### config.mk
export PLATFORM = sky130hd
export DESIGN_NAME = unpool
export DESIGN_NICKNAME = d
export VERILOG_FILES = /design/src/rtl/unpool.sv
export SDC_FILE = /design/constraint.sdc
export NUM_CORES = 1
export LEC_CHECK = 0
export ABC_AREA = 1
export CAP_MARGIN = 25
export CORE_MARGIN = 8
export CORE_UTILIZATION = 52
export CTS_BUF_LIST = sky130_fd_sc_hd__clkbuf_16
export DETAILED_ROUTE_END_ITERATION = 12
export PLACE_DENSITY = 0.87
export SLEW_MARGIN = 40
export SYNTH_ARGS = -nofsm -noshare
export SYNTH_HDL_FRONTEND = slang
export SYNTH_SLANG_ARGS = --single-unit
### constraint.sdc
create_clock -name clk -period 5.8 [get_ports clk]
set_clock_uncertainty 0.15 [all_clocks]
set_input_delay 1.74 -clock clk [delete_from_list [all_inputs] [get_ports clk]]
set_output_delay 1.74 -clock clk [all_outputs]
set_load 0.005 [all_outputs]
### src/rtl/unpool.sv
// Nearest-neighbour POOL x POOL upsampler between two BRAMs, one start/done pass per tensor.
// Define UNPOOL_ZERO_FILL_EN for zero-insertion (value only at block origin) instead of replication.
module unpool #(
  parameter int unsigned DATA_WIDTH = 16,
  parameter int unsigned CHANNELS   = 8,
  parameter int unsigned IN_SIZE    = 14,
  parameter int unsigned POOL       = 2,
  localparam int unsigned OutSize  = IN_SIZE * POOL,
  localparam int unsigned InDepth  = CHANNELS * IN_SIZE * IN_SIZE,
  localparam int unsigned OutDepth = CHANNELS * OutSize * OutSize,
  localparam int unsigned InAw     = (InDepth > 1) ? $clog2(InDepth) : 1,
  localparam int unsigned OutAw    = (OutDepth > 1) ? $clog2(OutDepth) : 1
) (
  input  logic                         clk,
  input  logic                         reset_n,
  input  logic                         start,
  output logic [InAw-1:0]              in_addr,
  output logic                         in_en,
  input  logic signed [DATA_WIDTH-1:0] in_q,
  output logic [OutAw-1:0]             out_addr,
  output logic                         out_en,
  output logic                         out_we,
  output logic signed [DATA_WIDTH-1:0] out_d,
  output logic                         busy,
  output logic                         done
);

  localparam int unsigned ChW = (CHANNELS > 1) ? $clog2(CHANNELS) : 1;
  localparam int unsigned RcW = (IN_SIZE > 1) ? $clog2(IN_SIZE) : 1;
  localparam int unsigned PW  = (POOL > 1) ? $clog2(POOL) : 1;

  typedef enum logic [2:0] {StIdle, StWait, StCapture, StWrite, StFinish} state_e;

  state_e                        state_q, state_d;
  logic [ChW-1:0]                ch_q, ch_d;
  logic [RcW-1:0]                r_q, r_d, c_q, c_d;
  logic [PW-1:0]                 dy_q, dy_d, dx_q, dx_d;
  logic signed [DATA_WIDTH-1:0]  v_q, v_d;
  logic [InAw-1:0]               in_addr_q, in_addr_d;
  logic                          in_en_q, in_en_d;
  logic [OutAw-1:0]              out_addr_q, out_addr_d;
  logic                          out_en_q, out_en_d;
  logic                          out_we_q, out_we_d;
  logic signed [DATA_WIDTH-1:0]  out_d_q, out_d_d;
  logic                          busy_q, busy_d;
  logic                          done_q, done_d;
  logic [PW-1:0]                 ndx, ndy;
  logic                          blk_last, pix_last;

  function automatic logic [InAw-1:0] in_lin(input int unsigned ch, input int unsigned r,
                                             input int unsigned c);
    int unsigned a;
    a = (ch * IN_SIZE + r) * IN_SIZE + c;
    return InAw'(a);
  endfunction

  function automatic logic [OutAw-1:0] out_lin(input int unsigned ch, input int unsigned row,
                                               input int unsigned col);
    int unsigned a;
    a = (ch * OutSize + row) * OutSize + col;
    return OutAw'(a);
  endfunction

  always_comb begin
    state_d    = state_q;
    ch_d       = ch_q;
    r_d        = r_q;
    c_d        = c_q;
    dy_d       = dy_q;
    dx_d       = dx_q;
    v_d        = v_q;
    in_addr_d  = in_addr_q;
    in_en_d    = 1'b0;
    out_addr_d = out_addr_q;
    out_en_d   = 1'b0;
    out_we_d   = 1'b0;
    out_d_d    = out_d_q;
    done_d     = 1'b0;
    ndx        = dx_q;
    ndy        = dy_q;
    blk_last   = (dx_q == PW'(POOL - 1)) && (dy_q == PW'(POOL - 1));
    pix_last   = (c_q == RcW'(IN_SIZE - 1)) && (r_q == RcW'(IN_SIZE - 1)) &&
                 (ch_q == ChW'(CHANNELS - 1));

    unique case (state_q)
      StIdle: begin
        if (start) begin
          ch_d      = '0;
          r_d       = '0;
          c_d       = '0;
          dy_d      = '0;
          dx_d      = '0;
          in_addr_d = '0;
          in_en_d   = 1'b1;
          state_d   = StWait;
        end
      end
      StWait: state_d = StCapture;
      StCapture: begin
        // First write of the block is issued here so it lands in the first WRITE cycle.
        v_d        = in_q;
        out_en_d   = 1'b1;
        out_we_d   = 1'b1;
        out_addr_d = out_lin(32'(ch_q), 32'(r_q) * POOL, 32'(c_q) * POOL);
        out_d_d    = in_q;
        state_d    = StWrite;
      end
      StWrite: begin
        if (blk_last) begin
          dx_d = '0;
          dy_d = '0;
          if (c_q == RcW'(IN_SIZE - 1)) begin
            c_d = '0;
            if (r_q == RcW'(IN_SIZE - 1)) begin
              r_d  = '0;
              ch_d = (ch_q == ChW'(CHANNELS - 1)) ? '0 : ch_q + ChW'(1);
            end else begin
              r_d = r_q + RcW'(1);
            end
          end else begin
            c_d = c_q + RcW'(1);
          end
          if (pix_last) begin
            done_d  = 1'b1;
            state_d = StFinish;
          end else begin
            in_addr_d = in_lin(32'(ch_d), 32'(r_d), 32'(c_d));
            in_en_d   = 1'b1;
            state_d   = StWait;
          end
        end else begin
          if (dx_q == PW'(POOL - 1)) begin
            ndx = '0;
            ndy = dy_q + PW'(1);
          end else begin
            ndx = dx_q + PW'(1);
          end
          dx_d       = ndx;
          dy_d       = ndy;
          out_en_d   = 1'b1;
          out_we_d   = 1'b1;
          out_addr_d = out_lin(32'(ch_q), 32'(r_q) * POOL + 32'(ndy),
                               32'(c_q) * POOL + 32'(ndx));
`ifdef UNPOOL_ZERO_FILL_EN
          out_d_d    = (ndx == '0 && ndy == '0) ? v_q : '0;
`else
          out_d_d    = v_q;
`endif
        end
      end
      StFinish: state_d = StIdle;
      default:  state_d = StIdle;
    endcase

    busy_d = (state_d != StIdle);
  end

  always_ff @(posedge clk or negedge reset_n) begin
    if (!reset_n) begin
      state_q    <= StIdle;
      ch_q       <= '0;
      r_q        <= '0;
      c_q        <= '0;
      dy_q       <= '0;
      dx_q       <= '0;
      v_q        <= '0;
      in_addr_q  <= '0;
      in_en_q    <= 1'b0;
      out_addr_q <= '0;
      out_en_q   <= 1'b0;
      out_we_q   <= 1'b0;
      out_d_q    <= '0;
      busy_q     <= 1'b0;
      done_q     <= 1'b0;
    end else begin
      state_q    <= state_d;
      ch_q       <= ch_d;
      r_q        <= r_d;
      c_q        <= c_d;
      dy_q       <= dy_d;
      dx_q       <= dx_d;
      v_q        <= v_d;
      in_addr_q  <= in_addr_d;
      in_en_q    <= in_en_d;
      out_addr_q <= out_addr_d;
      out_en_q   <= out_en_d;
      out_we_q   <= out_we_d;
      out_d_q    <= out_d_d;
      busy_q     <= busy_d;
      done_q     <= done_d;
    end
  end

  assign in_addr  = in_addr_q;
  assign in_en    = in_en_q;
  assign out_addr = out_addr_q;
  assign out_en   = out_en_q;
  assign out_we   = out_we_q;
  assign out_d    = out_d_q;
  assign busy     = busy_q;
  assign done     = done_q;

endmodule
Word-level counts from Yosys, hierarchy flattened
Cells that the tools add are included.
{"block": "classes", "n_addsub": 13, "mul": 5, "eq_ne": 10, "n_mux": 52, "reduce_logical": 11}
{"operator": "two-way mux 4 bit", "count": 10}
{"operator": "two-way mux 11 bit", "count": 3}
{"operator": "one-hot mux 16 bit (2 select lines)", "count": 1}
{"operator": "two-way mux 3 bit", "count": 10}
{"operator": "one-hot mux 13 bit (2 select lines)", "count": 1}
{"operator": "multiplier 9 x 3 -> 11 bit, second input constant", "count": 2}
{"operator": "one-hot mux 11 bit (2 select lines)", "count": 1}
{"operator": "two-way mux 1 bit", "count": 16}
{"operator": "two-way mux 16 bit", "count": 1}
{"operator": "one-hot mux 4 bit (2 select lines)", "count": 2}
{"operator": "adder 13 x 5 -> 13 bit", "count": 1}
{"operator": "adder 13 x 6 -> 13 bit", "count": 1}
{"operator": "two-way mux 13 bit", "count": 1}
{"operator": "adder 5 x 1 -> 6 bit", "count": 2}
{"operator": "multiplier 3 x 3 -> 6 bit, second input constant", "count": 2}
{"operator": "one-hot mux 3 bit (4 select lines)", "count": 1}
{"operator": "adder 11 x 4 -> 11 bit", "count": 1}
{"operator": "multiplier 8 x 3 -> 10 bit, second input constant", "count": 1}
{"operator": "adder 8 x 5 -> 9 bit", "count": 1}
{"operator": "adder 8 x 6 -> 9 bit", "count": 1}
{"operator": "adder 4 x 1 -> 4 bit, second input constant", "count": 2}
{"operator": "adder 7 x 4 -> 8 bit", "count": 1}
{"operator": "== test 4 bit, second input constant", "count": 2}
{"operator": "!= test 2 bit, second input constant", "count": 4}
{"operator": "14 further kinds", "count": 23}
{"block": "word_totals", "ff_bits": 76, "out_inout_bits": 45, "wordCells": 105}

Longest topological paths before layout
{"block": "logic_depth", "ltp_word": 13, "mapped_depth": 30, "ltp_nobuf": 30}

Least setup slack after synthesis
Ideal clock, no wire load.
{"block": "synth_timing", "path_type": "reg-to-reg", "startpoint": "register r_q[0]", "endpoint": "register in_addr_q[10], in the netlist in_addr[10]", "setup_time_ns": 0.076, "t_arrival_ns": 5.221, "required_ns": 5.574, "setup_slack_ns": 0.353, "stages_incl_launch_ff": 29, "path_buffers": 0, "period_less_slack_ns": 5.447, "cell_sequence": "dfrtp_1 -> ha_1 -> nand3_1 -> nor2_4 -> inv_1 -> o21ai_0 -> inv_1 -> fa_1 -> ha_1 -> inv_1 -> fa_1 -> inv_1 -> nand3_1 -> nand2_1 -> xnor2_1 -> inv_1 -> fa_1 -> inv_1 -> ha_1 -> a21oi_1 -> nand2_1 -> xor2_1 -> inv_1 -> nand2_2 -> nor2_2 -> nand2_1 -> nand2_1 -> nand2_1 -> o21ai_1"}
{"block": "synth_between", "elab_chain_len": 12}
{"element": "from (decl)", "line_no": "36", "text": "logic [RcW-1:0] r_q, r_d, c_q, c_d;"}
{"element": "from (signal assigned)", "line_no": "178", "text": "r_q <= r_d;"}
{"element": "== test 4 bit", "line_no": "82, 114"}
{"element": "two-way mux 3 bit", "line_no": "114", "text": "if (r_q == RcW'(IN_SIZE - 1)) begin"}
{"element": "two-way mux 3 bit", "line_no": "112", "text": "if (c_q == RcW'(IN_SIZE - 1)) begin"}
{"element": "two-way mux 3 bit", "line_no": "109", "text": "if (blk_last) begin"}
{"element": "two-way mux 3 bit", "line_no": "85", "text": "unique case (state_q)"}
{"element": "multiplier 3 x 3 -> 6 bit", "line_no": "53", "text": "a = (ch * IN_SIZE + r) * IN_SIZE + c;"}
{"element": "adder 7 x 4 -> 8 bit", "line_no": "53"}
{"element": "multiplier 8 x 3 -> 10 bit", "line_no": "53"}
{"element": "adder 11 x 4 -> 11 bit", "line_no": "53"}
{"element": "two-way mux 11 bit", "line_no": "123", "text": "if (pix_last) begin"}
{"element": "two-way mux 11 bit", "line_no": "109"}
{"element": "one-hot mux 11 bit (2 select lines)", "line_no": "85"}
{"element": "to (signal assigned)", "line_no": "183", "text": "in_addr_q <= in_addr_d;"}
{"element": "to (decl)", "line_no": "39", "text": "logic [InAw-1:0] in_addr_q, in_addr_d;"}
Parallel ways exist; a longest one is shown, timed or not. The select of a mux whose other input is x is not followed.
A chain may end at the register's enable or synchronous reset.

Final worst setup path
{"block": "layout_timing", "startpoint": "register c_q[1]", "endpoint": "register in_addr_q[9], in the netlist in_addr[9]"}
{"block": "layout_between", "elab_chain_len": 11}
{"element": "from (decl)", "line_no": "36"}
{"element": "from (signal assigned)", "line_no": "163", "text": "c_q <= '0;"}
{"element": "from (signal assigned)", "line_no": "179", "text": "c_q <= c_d;"}
{"element": "== test 4 bit", "line_no": "82, 112"}
{"element": "two-way mux 3 bit", "line_no": "112"}
{"element": "two-way mux 3 bit", "line_no": "109"}
{"element": "two-way mux 3 bit", "line_no": "85"}
{"element": "multiplier 3 x 3 -> 6 bit", "line_no": "53"}
{"element": "adder 7 x 4 -> 8 bit", "line_no": "53"}
{"element": "multiplier 8 x 3 -> 10 bit", "line_no": "53"}
{"element": "adder 11 x 4 -> 11 bit", "line_no": "53"}
{"element": "two-way mux 11 bit", "line_no": "123"}
{"element": "two-way mux 11 bit", "line_no": "109"}
{"element": "one-hot mux 11 bit (2 select lines)", "line_no": "85"}
Parallel ways exist; a longest one is shown, timed or not. The select of a mux whose other input is x is not followed.

==> impl_metrics.py <==
metrics = {
    "die": {
        "dieHeight_microns": 123,
        "dieArea_sq_mm": 0.0151,
        "design.core.area_sq_mm": 0.0113,
        "fp.dieW_microns": 123,
        "top_level_ports": 64,
        "initial_core_util": 0.526,
        "core.rowCount": 39,
    },
    "clock_tree": {
        "cts-root-buf": "clkbuf_16",
        "cts_tree": "yes",
        "cts.htree.levels": 3,
        "clock_path_buffers": 2,
        "cts_sinks": 76,
        "cts_buffers": 9,
        "clock_latency_ns": 0.34,
        "cts-hold-fix-buffers": 0,
        "cts.clk_slew.worst_paths_ns": 0.06,
    },
    "setup_path": {
        "critPathMaxStageDelay_ns": 0.47,
        "crit_top_cell": "nand2_1",
        "critPathKind": "flip-flop to flip-flop",
        "cp_slowest_cell": "fa_1",
        "cp-end-kind": "flip-flop",
        "worstPathArrival_ns": 5.67,
        "crit_path_start_kind": "flip-flop",
        "cp.required_ns": 5.91,
        "worst-path-max-fanout": 8,
    },
    "job": {
        "maxCapViolations": 0,
    },
    "yosys": {
        "avgSynthCellArea_sq_um": 7.74,
        "synth.top_cell.area_share": 0.321,
        "seq_area_frac_synth": 0.321,
        "syn_area_sq_mm": 0.00593,
        "synthCells": 766,
        "synthTopCellsByArea": "dfrtp_1, nand2_1, ha_1, fa_1, inv_1",
        "yosysTopAreaCell": "dfrtp_1",
        "synthDistinctLibCells": 38,
        "ys_warn_count": 0,
        "synth_fp_nets": 865,
        "synth-seq-cells": 76,
    },
    "routing": {
        "postRouteAntennaNets": 0,
        "drt_iter0_markers": 479,
        "drt_first_pass_iters": 6,
        "vias_per_cell": 5.29,
        "drc": 0,
        "postRouteWirelength_mm": 13.2,
        "vias": 5155,
        "wl_per_cell_microns": 13.6,
    },
    "final_layout": {
        "fillers": 887,
        "area_delta_synth_final_pct": 19.6,
        "multi_input_area_sq_mm": 0.00361,
        "drive_gt1_frac": 0.0721,
        "register_area_sq_mm": 0.00190,
        "final_nets": 926,
        "antennaDiodeCount": 0,
    },
    "timing": {
        "fin_crit_sh": 0.958,
        "hold_viol_final": 0,
        "relSlewSlack": 0.491,
        "tightestPinTransition_ns": 0.762,
        "fin_hold_ws_ns": 0.324,
        "fmax_mhz": 180,
        "fin_ws_ns": 0.241,
        "drv_slew": 0,
        "setup_viol_count_final": 0,
        "min_period_ns": 5.56,
    },
    "placed_design": {
        "globalplace.congestion": 0.856,
        "place_ws_ns": 0.00981,
        "dp_hpwl_mm": 9.53,
        "io_buffers": 63,
    },
    "global_route": {
        "antenna_found_initial": 0,
        "grt-ovfl-total": 0,
        "grt_pass1_vias": 4961,
        "grtUsageTotal": 0.177,
        "grt_max_degree": 77,
        "grt_pass1_wl_mm": 22.2,
    },
    "min_path": {
        "hold_path_class": "flip-flop to flip-flop",
    },
    "power_and_ir_drop": {
        "ir_drop_uv": 215,
        "pwr_density_cell_mw_per_mm2": 170,
        "leakagePower_nw": 3.44,
    },
    "run_status": {
        "status": "finished clean",
    },
}
logic make-up (layout without fill, tap and decap cells):
| group | after synthesis | after routing | share of synthesized area |
|---|---|---|---|
| AO/OA/AOI/OAI | 87 | 87 | 0.0855 |
| XOR/XNOR | 23 | 23 | 0.0365 |
| adder cells (fa/ha/maj) | 80 | 80 | 0.206 |
| buffers and inverters | 124 | 190 | 0.0821 |
| flip-flops | 76 | 76 | 0.321 |
| AND/OR/NAND/NOR | 376 | 376 | 0.269 |
placed cells by master, fill, tap and decap left out, drive strengths merged:
cell           instances
ha                    51
clkdlybuf4s50         62
o21ai                 22
o211ai                 2
nor3                   7
a21oi                 22
a31oi                 24
and2                   1
clkinvlp               1
clkbuf                 9
nand4                  8
clkinv                 2
xor2                  13
nor2                  69
fa                    29
nand3                 59
a32o                   2
or3                    1
nand2                223
inv                  105
a21o                   1
dfrtp                 76
or2                    5
nand3b                 1
nor4                   2
a22oi                  1
xnor2                 10
o21bai                 4
bufinv                 2
buf                    9
o22ai                  9
critical path: cells and delay by family (launching register included):
family                     cells  cell delay, ns
DFF                            1            0.42
AOI/OAI and AO/OA              4            0.44
and+or+nand+nor               11            1.21
xor gates and xnor gates       2            0.45
buffers and inverters          5            0.69
adders and majority gates      6            2.13
synth_stat cells (all sizes together):
cell type / n
nand2: 223
inv: 103
dfrtp: 76
nor2: 69
nand3: 59
ha: 51
fa: 29
a31oi: 24
a21oi: 22
o21ai: 22
xor2: 13
buf: 11
clkbuf: 10
xnor2: 10
o22ai: 9
nand4: 8
nor3: 7
or2: 5
o21bai: 4
a32o: 2
nor4: 2
o211ai: 2
a21o: 1
a22oi: 1
and2: 1
nand3b: 1
or3: 1
power by group:
part / leakage, nW / internal, W / switching [W]
clock network: 0.154 / 0.000379 / 0.000231
logic: 2.42 / 0.0000259 / 0.0000226
registers: 0.864 / 0.000542 / 0.00000626
worst paths after layout:
check	start	to	slack, ns	depth (start not counted)
setup reg to reg	c_q[1]	in_addr[9]	0.24	28
hold reg to reg	v_q[15]	v_q[15]	0.32	2
hold / removal	v_q[15]	v_q[15]	0.32	2
min in group asynchronous	reset_n	out_addr[11]	1.25	1
setup / recovery	c_q[1]	in_addr[9]	0.24	28
max in group asynchronous	reset_n	c_q[1]	3.74	1
per-layer routing:
metal,up-vias,wire [microns],global-route usage
met4,0,170,0.0533
met5,-,0,0
li1,2579,-,-
met3,18,656,0.0313
met1,2435,5710,0.214
met2,123,6700,0.316
registers in the layout, indices dropped and copies added, names as in the netlist:
| register | cells |
|---|---|
| busy | 1 |
| c_q | 4 |
| ch_q | 3 |
| done | 1 |
| dx_q | 1 |
| dy_q | 1 |
| in_addr | 11 |
| in_en | 1 |
| out_addr | 13 |
| out_d | 16 |
| out_we | 1 |
| r_q | 4 |
| state_q | 3 |
| v_q | 16 |
per-stage QoR:
step | power (W) | instances | area (sq um) | util | TNS [ns]
floorplan | 0.000567 | 766 | 5930 | - | 0
global placement | 0.000603 | 954 | 6660 | 0.591 | 0
detailed placement | 0.000606 | 954 | 6670 | 0.591 | 0
CTS | 0.00121 | 970 | 7000 | 0.621 | 0
global route | 0.00124 | 975 | 7090 | 0.629 | -0.0652
finish | 0.00121 | 975 | 7090 | 0.629 | 0
final cells by class:
type                            instances  area share
Clock buffer                            9      0.0318
Clock inverter                          7      0.0138
Inverter                              103      0.0545
Multi-Input combinational cell        566       0.509
Sequential cell                        76       0.268
Tap cell                              143      0.0252
Timing Repair Buffer                   71      0.0976
what timing repair did:
action                                  in CTS  in global routing
resized for setup                            1                 13
setup buffers                                0                  5
cloned                                       0                  0
pin swaps                                    0                  3
endpoints found under the setup margin       1                  5
(Power assumes the default switching activity.)
